`src/rtl/sr_pkg.sv`:
```
// Shared definitions for the SR latch pulse driver: FSM encoding and default timing.
package sr_pkg;

    typedef enum logic [1:0] {
        IDLE  = 2'd0,
        SET_P = 2'd1,
        RST_P = 2'd2,
        GAP   = 2'd3
    } state_t;

    localparam int DEF_DEBOUNCE_CYCLES = 16;
    localparam int DEF_PULSE_CYCLES    = 4;

endpackage

```
`src/rtl/btn_debounce.sv`:
```
// One pushbutton: 2-FF synchronizer, run-length debouncer and a one-cycle
// request on each rising edge of the debounced level.
module btn_debounce
    import sr_pkg::*;
#(
    parameter int DEBOUNCE_CYCLES = DEF_DEBOUNCE_CYCLES
) (
    input  logic clk,
    input  logic rst_n,
    input  logic btn,
    output logic req
);

    localparam int CW = $clog2(DEBOUNCE_CYCLES + 1);
    localparam logic [CW-1:0] CNT_LAST = CW'(DEBOUNCE_CYCLES - 1);

    logic          sync1_reg;
    logic          sync2_reg;
    logic          deb_reg;
    logic          req_reg;
    logic [CW-1:0] cnt_reg;
    logic          differ;
    logic          flip;

    assign differ = (sync2_reg != deb_reg);
    // Flipping on the edge that would make the count reach DEBOUNCE_CYCLES keeps the counter from ever holding it.
    assign flip   = differ && (cnt_reg == CNT_LAST);

    always_ff @(posedge clk or negedge rst_n) begin
        if (!rst_n) begin
            sync1_reg <= 1'b0;
            sync2_reg <= 1'b0;
            deb_reg   <= 1'b0;
            req_reg   <= 1'b0;
            cnt_reg   <= '0;
        end else begin
            sync1_reg <= btn;
            sync2_reg <= sync1_reg;
            if (!differ || flip) begin
                cnt_reg <= '0;
            end else begin
                cnt_reg <= cnt_reg + 1'b1;
            end
            if (flip) begin
                deb_reg <= ~deb_reg;
            end
            req_reg <= flip && !deb_reg;
        end
    end

    assign req = req_reg;

endmodule

```
`src/rtl/sr_pulse_gen.sv`:
```
// Debounced set/reset buttons to mutually exclusive active-low pulses for an SR latch;
// simultaneous requests are dropped and reported on conflict.
module sr_pulse_gen
    import sr_pkg::*;
#(
    parameter int DEBOUNCE_CYCLES = DEF_DEBOUNCE_CYCLES,
    parameter int PULSE_CYCLES    = DEF_PULSE_CYCLES
) (
    input  logic clk,
    input  logic rst_n,
    input  logic btn_set,
    input  logic btn_reset,
    output logic S_n,
    output logic R_n,
    output logic busy,
    output logic conflict
);

    localparam int PW = $clog2(PULSE_CYCLES + 1);
    localparam logic [PW-1:0] PULSE_LAST = PW'(PULSE_CYCLES - 1);

    logic [1:0]    btn_vec;
    logic [1:0]    req_vec;
    state_t        state_reg;
    state_t        state_next;
    logic [PW-1:0] pcnt_reg;
    logic [PW-1:0] pcnt_next;
    logic          set_pend_reg;
    logic          set_pend_next;
    logic          rst_pend_reg;
    logic          rst_pend_next;
    logic          set_clr;
    logic          rst_clr;
    logic          conflict_next;
    logic          s_n_reg;
    logic          r_n_reg;
    logic          conflict_reg;

    assign btn_vec = {btn_reset, btn_set};

    genvar gi;
    generate
        for (gi = 0; gi < 2; gi++) begin : g_chan
            btn_debounce #(
                .DEBOUNCE_CYCLES(DEBOUNCE_CYCLES)
            ) u_deb (
                .clk  (clk),
                .rst_n(rst_n),
                .btn  (btn_vec[gi]),
                .req  (req_vec[gi])
            );
        end
    endgenerate

    always_comb begin
        state_next    = state_reg;
        pcnt_next     = pcnt_reg;
        set_clr       = 1'b0;
        rst_clr       = 1'b0;
        conflict_next = 1'b0;
        case (state_reg)
            IDLE: begin
                if (set_pend_reg && rst_pend_reg) begin
                    set_clr       = 1'b1;
                    rst_clr       = 1'b1;
                    conflict_next = 1'b1;
                end else if (set_pend_reg) begin
                    state_next = SET_P;
                    set_clr    = 1'b1;
                end else if (rst_pend_reg) begin
                    state_next = RST_P;
                    rst_clr    = 1'b1;
                end
            end
            SET_P, RST_P: begin
                if (pcnt_reg == PULSE_LAST) begin
                    state_next = GAP;
                    pcnt_next  = '0;
                end else begin
                    pcnt_next = pcnt_reg + 1'b1;
                end
            end
            GAP:     state_next = IDLE;
            default: state_next = IDLE;
        endcase
        // A request landing on the clearing cycle is a fresh press and must survive.
        set_pend_next = req_vec[0] | (set_pend_reg & ~set_clr);
        rst_pend_next = req_vec[1] | (rst_pend_reg & ~rst_clr);
    end

    always_ff @(posedge clk or negedge rst_n) begin
        if (!rst_n) begin
            state_reg    <= IDLE;
            pcnt_reg     <= '0;
            set_pend_reg <= 1'b0;
            rst_pend_reg <= 1'b0;
            s_n_reg      <= 1'b1;
            r_n_reg      <= 1'b1;
            conflict_reg <= 1'b0;
        end else begin
            state_reg    <= state_next;
            pcnt_reg     <= pcnt_next;
            set_pend_reg <= set_pend_next;
            rst_pend_reg <= rst_pend_next;
            s_n_reg      <= (state_next != SET_P);
            r_n_reg      <= (state_next != RST_P);
            conflict_reg <= conflict_next;
        end
    end

    assign S_n      = s_n_reg;
    assign R_n      = r_n_reg;
    assign busy     = (state_reg != IDLE);
    assign conflict = conflict_reg;

endmodule

```
`config.mk`:
```
export PLATFORM = sky130hd
export DESIGN_NAME = sr_pulse_gen
export DESIGN_NICKNAME = d
export VERILOG_FILES = /design/src/rtl/sr_pkg.sv /design/src/rtl/btn_debounce.sv /design/src/rtl/sr_pulse_gen.sv
export SDC_FILE = /design/constraint.sdc
export NUM_CORES = 1
export LEC_CHECK = 0
export CAP_MARGIN = 20
export CORE_MARGIN = 4
export CORE_UTILIZATION = 59
export DETAILED_ROUTE_END_ITERATION = 10
export GPL_ROUTABILITY_DRIVEN = 0
export PLACE_DENSITY = 0.87
export SYNTH_ARGS = -nofsm -noshare
export SYNTH_HDL_FRONTEND = slang
export SYNTH_SLANG_ARGS = --single-unit
export TNS_END_PERCENT = 20
```
`constraint.sdc`:
```
create_clock -name clk -period 2.2 [get_ports clk]
set_input_delay 0.33 -clock clk [delete_from_list [all_inputs] [get_ports clk]]
set_output_delay 0.33 -clock clk [all_outputs]
set_load 0.01 [all_outputs]
```
After elaboration in Yosys (flattened, before gate mapping). Index checks and enable logic that the tools add are counted.

Flip-flop bits (word level): 28. Input port bits: 4. Output and inout bits: 4. Logic and storage cells: 69.

Add/subtract/negate cells: 3. Equality and inequality tests: 10. Mux-type cells: 17. Bitwise operators: 8. Reductions and logical operators: 14.

Operators with widths (count): 5-bit by 1-bit adder with 5-bit output (second input constant) (2); 5-bit by 4-bit == test with 1-bit output (second input constant) (2); 5-bit 2-to-1 mux (2); 1-bit 2-to-1 mux (9); 2-bit 2-to-1 mux (4); 2-bit case mux with 3 select lines (1); 1-bit logical AND (5); 2-bit == test (second input constant) (2); 1-bit logical NOT (4); 1-bit inverter (4); 3-bit by 1-bit adder with 3-bit output (second input constant) (1); 3-bit by 2-bit == test with 1-bit output (second input constant) (1); 3-bit 2-to-1 mux (1); 1-bit bitwise AND (2); 2-bit by 1-bit == test with 1-bit output (second input constant) (1); 2-bit logical NOT (1); 1-bit logical OR (2); 1-bit != test (2); 2-bit by 1-bit != test with 1-bit output (second input constant) (1); 2-bit != test (second input constant) (1); 1-bit OR (2); 2-bit nonzero test (1); 2-bit OR reduction (1).

Logic depth before layout (Yosys ltp). Gate-level depths: netlist (run 1).

Depth in word-level cells: 7. Mapped depth: 5. Depth with buffers taken out: 5.

Modules after synthesis. Synthesis (run 1) repeated with hierarchy kept, for this count alone.

Cell total of the unflattened synthesis: 95. Area total of the unflattened synthesis: 1158.6 µm².

By module, submodules not included: btn_debounce (instances 2, cells each 27, area an instance 350.3 µm², seq. area each 225.2 µm²); sr_pulse_gen (instances 1, cells each 41, area an instance 457.9 µm², seq. area each 252.7 µm²).

Least setup slack after synthesis (run 1). Ideal clock, no wire load.

Kind: reg2reg. From: register state_reg[1]. To: register r_n_reg, in the netlist R_n. Library setup time: 0.083 ns. Arrival time: 1.350 ns. Data required time: 2.117 ns. Slack: 0.767 ns. Cell stages (with the launch flop): 6. Buffers on the path: 0. Period minus slack after synthesis: 1.433 ns. Cells stage by stage: dfrtp_1 inv_1 ha_1 inv_2 o31a_1 a221o_1.

Cells in the longest elaborated chain, start to end: 5. Elaborated cells between the ends (all ways): 11. Classes of those cells: eq/ne: 4; mux: 5; reduce/logical: 2.

Ends and longest elaborated chain: start, declared (RTL line sr_pulse_gen.sv:24) `state_t state_reg;`; start signal, assigned (RTL line sr_pulse_gen.sv:101) `state_reg <= state_next;`; 2-bit 2-to-1 mux (RTL line sr_pulse_gen.sv:70) `end else if (rst_pend_reg) begin`; 2-bit 2-to-1 mux (RTL line sr_pulse_gen.sv:67) `end else if (set_pend_reg) begin`; 2-bit 2-to-1 mux (RTL line sr_pulse_gen.sv:63) `if (set_pend_reg && rst_pend_reg) begin`; 2-bit case mux with 3 select lines * (RTL line sr_pulse_gen.sv:61) `case (state_reg)`; 2-bit != test * (RTL line sr_pulse_gen.sv:106) `r_n_reg <= (state_next != RST_P);`; end signal, assigned (RTL line sr_pulse_gen.sv:106); end, declared (RTL line sr_pulse_gen.sv:36) `logic r_n_reg;`.

Every way passes the cells marked *; elsewhere a longest branch is shown, timed or not. A chain may end at the register's enable or synchronous reset.

Worst setup path after layout (run 1).
From: register state_reg[1]. To: output port busy.

Cells in the longest elaborated chain, start to end: 1.

Ends and longest elaborated chain: 2-bit nonzero test (RTL line sr_pulse_gen.sv:113) `assign busy = (state_reg != IDLE);`; end, declared (RTL line sr_pulse_gen.sv:15) `output logic busy,`.

No other way between the ends.

==> flow_summary.toml, run 1 <==
[outcome]
status = "complete, no violations"

[final_layout]
syn_to_final_growth_pct = 12.8
layout.nets = 117
drive_above_1_share = 0.132
largest_reg_flops = 10
fill_cells = 122
antenna_cells = 0

[synth]
yosys_warnings = 0
synth_edf_count = 0
syn_area_um2 = 1130
yosysMostFrequentCell = "dfrtp_1"
syn_area_per_cell_um2 = 12.0
synth_area_leaders = "dfrtp_1, ha_1, dfstp_2"
synth_flop_cell = "dfrtp_1"
yosys.area.top_type = "dfrtp_1"
async_flop_share = 1.00
synth_top_area_share = 0.575
yosys-top-cells-count = "dfrtp_1, nor2_1, inv_1, ha_1"
synthesis.nets = 104
syn_inst = 94
seq_area_frac_synth = 0.622
synth-seq-cells = 28
synth.distinct_cells = 29

[critical_path]
cp-start-kind = "flip-flop"
worstPathMaxFanout = 5
required_ns = 1.87
path_class = "flip-flop to output pin"
worstSetupEndpointType = "output pin"
cp_data_arrival_time_ns = 1.69

[cts]
cts_buffers = 3
cts_resized = 0
htreeDepth = 1
cts.sinks = 28
post_cts_buffers = 0
cts_root_buf = "clkbuf_4"
insertion_delay_ns = 0.32
tritoncts = "built"
cts.path.max_buffers = 2
clk_pin_slew_ns = 0.14
postCtsHoldBufs = 0

[drt]
drtPass1Iterations = 4
vias = 669
drc_errors = 0
drt_iter0_markers = 7
final_antenna_net_count = 0
vias_per_cell = 5.11
wl_per_cell_um = 11.9
finalWirelength_um = 1570

[timing]
layout_min_cycle_time_ns = 2.02
fin_skew_ns = 0.00331
min_period_over_period = 0.920
worst_pin_slew_ns = 0.409
relSlewSlack = 0.725
setup_violations = 0
setup_tns_ns = 0
rsz0062_at_grt = "no"
fmax_ghz = 0.494
slew_viol_final = 0
hold_viol_final = 0

[grt]
grt_usage = 0.146
grt_pass1_wl_um = 2780
grt_overflow = 0
grt_max_degree = 29
grt_pass1_vias = 646
antenna_found_initial = 0

[floorplan]
dieArea_um2 = 2680
fp-row-count = 15
die_w_um = 51.8
io_pins = 8
start_util = 0.641
design.core.area_um2 = 1760
die_y_um = 51.8

[placed_design]
io_buffers = 7
dpl.hpwl_um = 1160

[pwr]
p_leak_nw = 0.653
peakVddDrop_mv = 0.402
pwr_density_cell_nw_per_um2 = 640
total_power_uw = 816

[worst_hold_path]
min_path_type = "input port to asynchronous set/reset pin"

[flow_run]
drv_cap = 0
power breakdown:
part | leakage [nW] | internal (mW) | switching (mW)
sequential | 0.370 | 0.528 | 0.00871
combinational | 0.262 | 0.0164 | 0.0215
clock | 0.0210 | 0.101 | 0.140
total | 0.653 | 0.646 | 0.170
through the flow:
stage | utilization | hold slack, ns | instances | setup WS, ns | area (µm²)
floorplan | - | 0.0344 | 94 | 0.767 | 1130
global placement | 0.703 | 0.333 | 127 | 0.600 | 1240
detailed placement | 0.703 | 0.340 | 127 | 0.555 | 1240
CTS | 0.723 | 0.368 | 131 | 0.178 | 1280
global route | 0.723 | 0.361 | 131 | 0.0699 | 1280
finish | 0.723 | 0.361 | 131 | 0.176 | 1280
cells in the final DEF (no fill, tap or decap), types with 2 or more instances in the layout:
cell type / instances
a21o_2: 2
and3_1: 2
clkbuf_4: 3
clkdlybuf4s50_1: 7
dfrtp_1: 26
dfstp_2: 2
ha_1: 6
inv_1: 8
mux2_2: 2
nand2_1: 4
nand2b_1: 2
nand3_1: 3
nor2_1: 13
nor2b_1: 2
o21ai_0: 2
xnor2_1: 2
xor2_1: 4
critical path, cell delays in order, from the launching register on:
cell and delay [ns]:
dfrtp_1 0.43, inv_1 0.06, ha_1 0.23, inv_2 0.11, clkdlybuf4s50_1 0.54
worst paths after layout:
kind | start | depth (start not counted) | slack, ns | to
worst max-delay path | state_reg[1] | 4 | 0.18 | busy
worst min-delay path | rst_n | 2 | 0.36 | pcnt_reg[2]
worst max register to register | state_reg[1] | 5 | 0.66 | R_n
worst min register to register | g_chan[0].u_deb.sync1_reg | 0 | 0.37 | g_chan[0].u_deb.sync2_reg
max in group asynchronous | rst_n | 2 | 1.55 | S_n
min in group clk | g_chan[0].u_deb.sync1_reg | 0 | 0.37 | g_chan[0].u_deb.sync2_reg
area by class of cell:
cell class              instances  area (µm²)  area share
flip-flops and latches         28         703       0.551
multi-input cells              57         394       0.309
repair buffers                  8        77.6      0.0608
clock buffers                   4        36.3      0.0284
inverters                       9        33.8      0.0265
well taps                      25        31.3      0.0245
cell families (layout without fill, tap and decap cells):
kind of cell	after synthesis	in the layout	share of synthesized area
and+or+nand+nor	32	32	0.143
DFF	28	28	0.622
AOI/OAI and AO/OA	11	11	0.0730
buffers and inverters	9	21	0.0299
adders and majority gates	6	6	0.0664
xor gates and xnor gates	6	6	0.0465
muxes	2	2	0.0199
routing by layer:
metal  up-vias  track usage  wire length, µm
met5         -            0                0
met4         0       0.0917               40
met3         4       0.0258               44
met2         9        0.235              768
met1       325        0.181              710
li1        331            -                -
No activity file was read; power rests on OpenSTA's default activity.
==> run 2, diff against run 1 <==
--- a/config.mk
+++ b/config.mk
@@ -7,10 +7,10 @@
 export LEC_CHECK = 0
 export CAP_MARGIN = 20
 export CORE_MARGIN = 4
-export CORE_UTILIZATION = 59
+export CORE_UTILIZATION = 60
 export DETAILED_ROUTE_END_ITERATION = 10
 export GPL_ROUTABILITY_DRIVEN = 0
-export PLACE_DENSITY = 0.87
+export PLACE_DENSITY = 0.88
 export SYNTH_ARGS = -nofsm -noshare
 export SYNTH_HDL_FRONTEND = slang
 export SYNTH_SLANG_ARGS = --single-unit
==> flow_summary.toml, run 2 (synthesized netlist as in run 1, its figures left out) <==
[outcome]
status = "complete, no violations"

[floorplan]
fp-row-count = 15
dieArea_um2 = 2640
io_pins = 8
die_y_um = 51.4
die_w_um = 51.4
design.core.area_um2 = 1760
start_util = 0.641

[critical_path]
cp-start-kind = "flip-flop"
crit_buf_inv = 3
cp_data_arrival_time_ns = 1.68
r2r_start = "state_reg[1]"
slowest_stage = "clkdlybuf4s50_1"
crit_start = "state_reg[1]"
critPathTopFamily = "buffers and inverters"
path_class = "flip-flop to output pin"
worstSetupEndpointType = "output pin"
r2r_slack_ns = 0.68
max_stage_delay_ns = 0.54
path_cells = "inv_1, ha_1, inv_2, clkdlybuf4s50_1"
required_ns = 1.87
worstPathMaxFanout = 5

[drt]
drt_iter0_markers = 3
wl_per_cell_um = 12.4
drc_errors = 0
final_antenna_net_count = 0
finalWirelength_um = 1630
vias_per_cell = 5.15
drtPass1Iterations = 3
vias = 675

[cts]
cts.sinks = 28
cts_resized = 0
postCtsHoldBufs = 0
htreeDepth = 1
post_cts_buffers = 0
cts_root_buf = "clkbuf_4"
cts.path.max_buffers = 2
cts_buffers = 3
clk_pin_slew_ns = 0.13
insertion_delay_ns = 0.32
tritoncts = "built"

[timing]
setup_tns_ns = 0
min_period_over_period = 0.913
worst_pin_slew_ns = 0.490
setup_violations = 0
relSlewSlack = 0.671
rsz0062_at_grt = "no"
fin_skew_ns = 0.00445
hold_viol_final = 0
fmax_ghz = 0.498
layout_min_cycle_time_ns = 2.01
slew_viol_final = 0

[grt]
grt_pass1_vias = 687
grt_overflow = 0
grt_pass1_wl_um = 2930
grt_max_degree = 29
antenna_found_initial = 0
grt_usage = 0.163

[placed_design]
dpl.hpwl_um = 1200
io_buffers = 7
dpl-instance-area_um2 = 1240

[pwr]
p_leak_nw = 0.653
pwr_density_cell_nw_per_um2 = 633
total_power_uw = 808
peakVddDrop_mv = 0.487

[final_layout]
layout.nets = 117
drive_above_1_share = 0.132
layout_commonest_cell = "dfrtp_1"
final_cell_mix = "dfrtp_1, nor2_1, inv_1, clkdlybuf4s50_1, ha_1"
final_area_um2 = 1280
syn_to_final_growth_pct = 12.8
finalCoreUtilization = 0.723
fill_cells = 141
largest_reg_flops = 10
antenna_cells = 0

[worst_hold_path]
min_path_type = "input port to asynchronous set/reset pin"

[flow_run]
drv_cap = 0
run 2: cell counts in the layout (fill, tap and decap cells not counted):
Identical to the previous run, type by type.
run 2: worst reg2reg max path, delay by kind of cell, from the launching register on:
kind | cells | cell delay (ns)
AOI/OAI and AO/OA | 2 | 0.65
adders and majority gates | 1 | 0.21
buffers and inverters | 2 | 0.15
DFF | 1 | 0.44
run 2: layer usage:
layer	up-vias	track usage	part of all wire
met1	323	0.166	0.39
met2	13	0.273	0.52
li1	332	-	-
met5	-	0	0
met3	7	0.0583	0.050
met4	0	0.118	0.036
run 2: worst paths after layout:
check / end / depth (start not counted)
worst max-delay path: busy / 4
worst min register to register: g_chan[0].u_deb.sync2_reg / 0
min in group clk: g_chan[0].u_deb.sync2_reg / 0
worst min-delay path: pcnt_reg[2] / 2
max in group asynchronous: R_n / 2
worst max register to register: R_n / 5
run 2: final cells by class:
| cell class | instances | area (µm²) | area share |
|---|---|---|---|
| Inverter | 9 | 33.8 | 0.0265 |
| Timing Repair Buffer | 8 | 77.6 | 0.0608 |
| Sequential cell | 28 | 703 | 0.551 |
| Tap cell | 25 | 31.3 | 0.0245 |
| Clock buffer | 4 | 36.3 | 0.0284 |
| Multi-Input combinational cell | 57 | 394 | 0.309 |
run 2: through the flow:
stage	std cells	hold slack (ns)	worst slack [ns]
after floorplan	94	0.0344	0.767
after global placement	127	0.333	0.602
after detailed placement	127	0.341	0.561
after CTS	131	0.357	0.173
after global routing	131	0.383	0.0796
final	131	0.357	0.190
run 2: power breakdown:
| part | total [mW] | switching [mW] | leakage, nW | internal [mW] |
|---|---|---|---|---|
| registers | 0.538 | 0.00920 | 0.370 | 0.528 |
| logic | 0.0366 | 0.0205 | 0.262 | 0.0162 |
| clock network | 0.234 | 0.133 | 0.0210 | 0.101 |
| total | 0.808 | 0.163 | 0.653 | 0.646 |
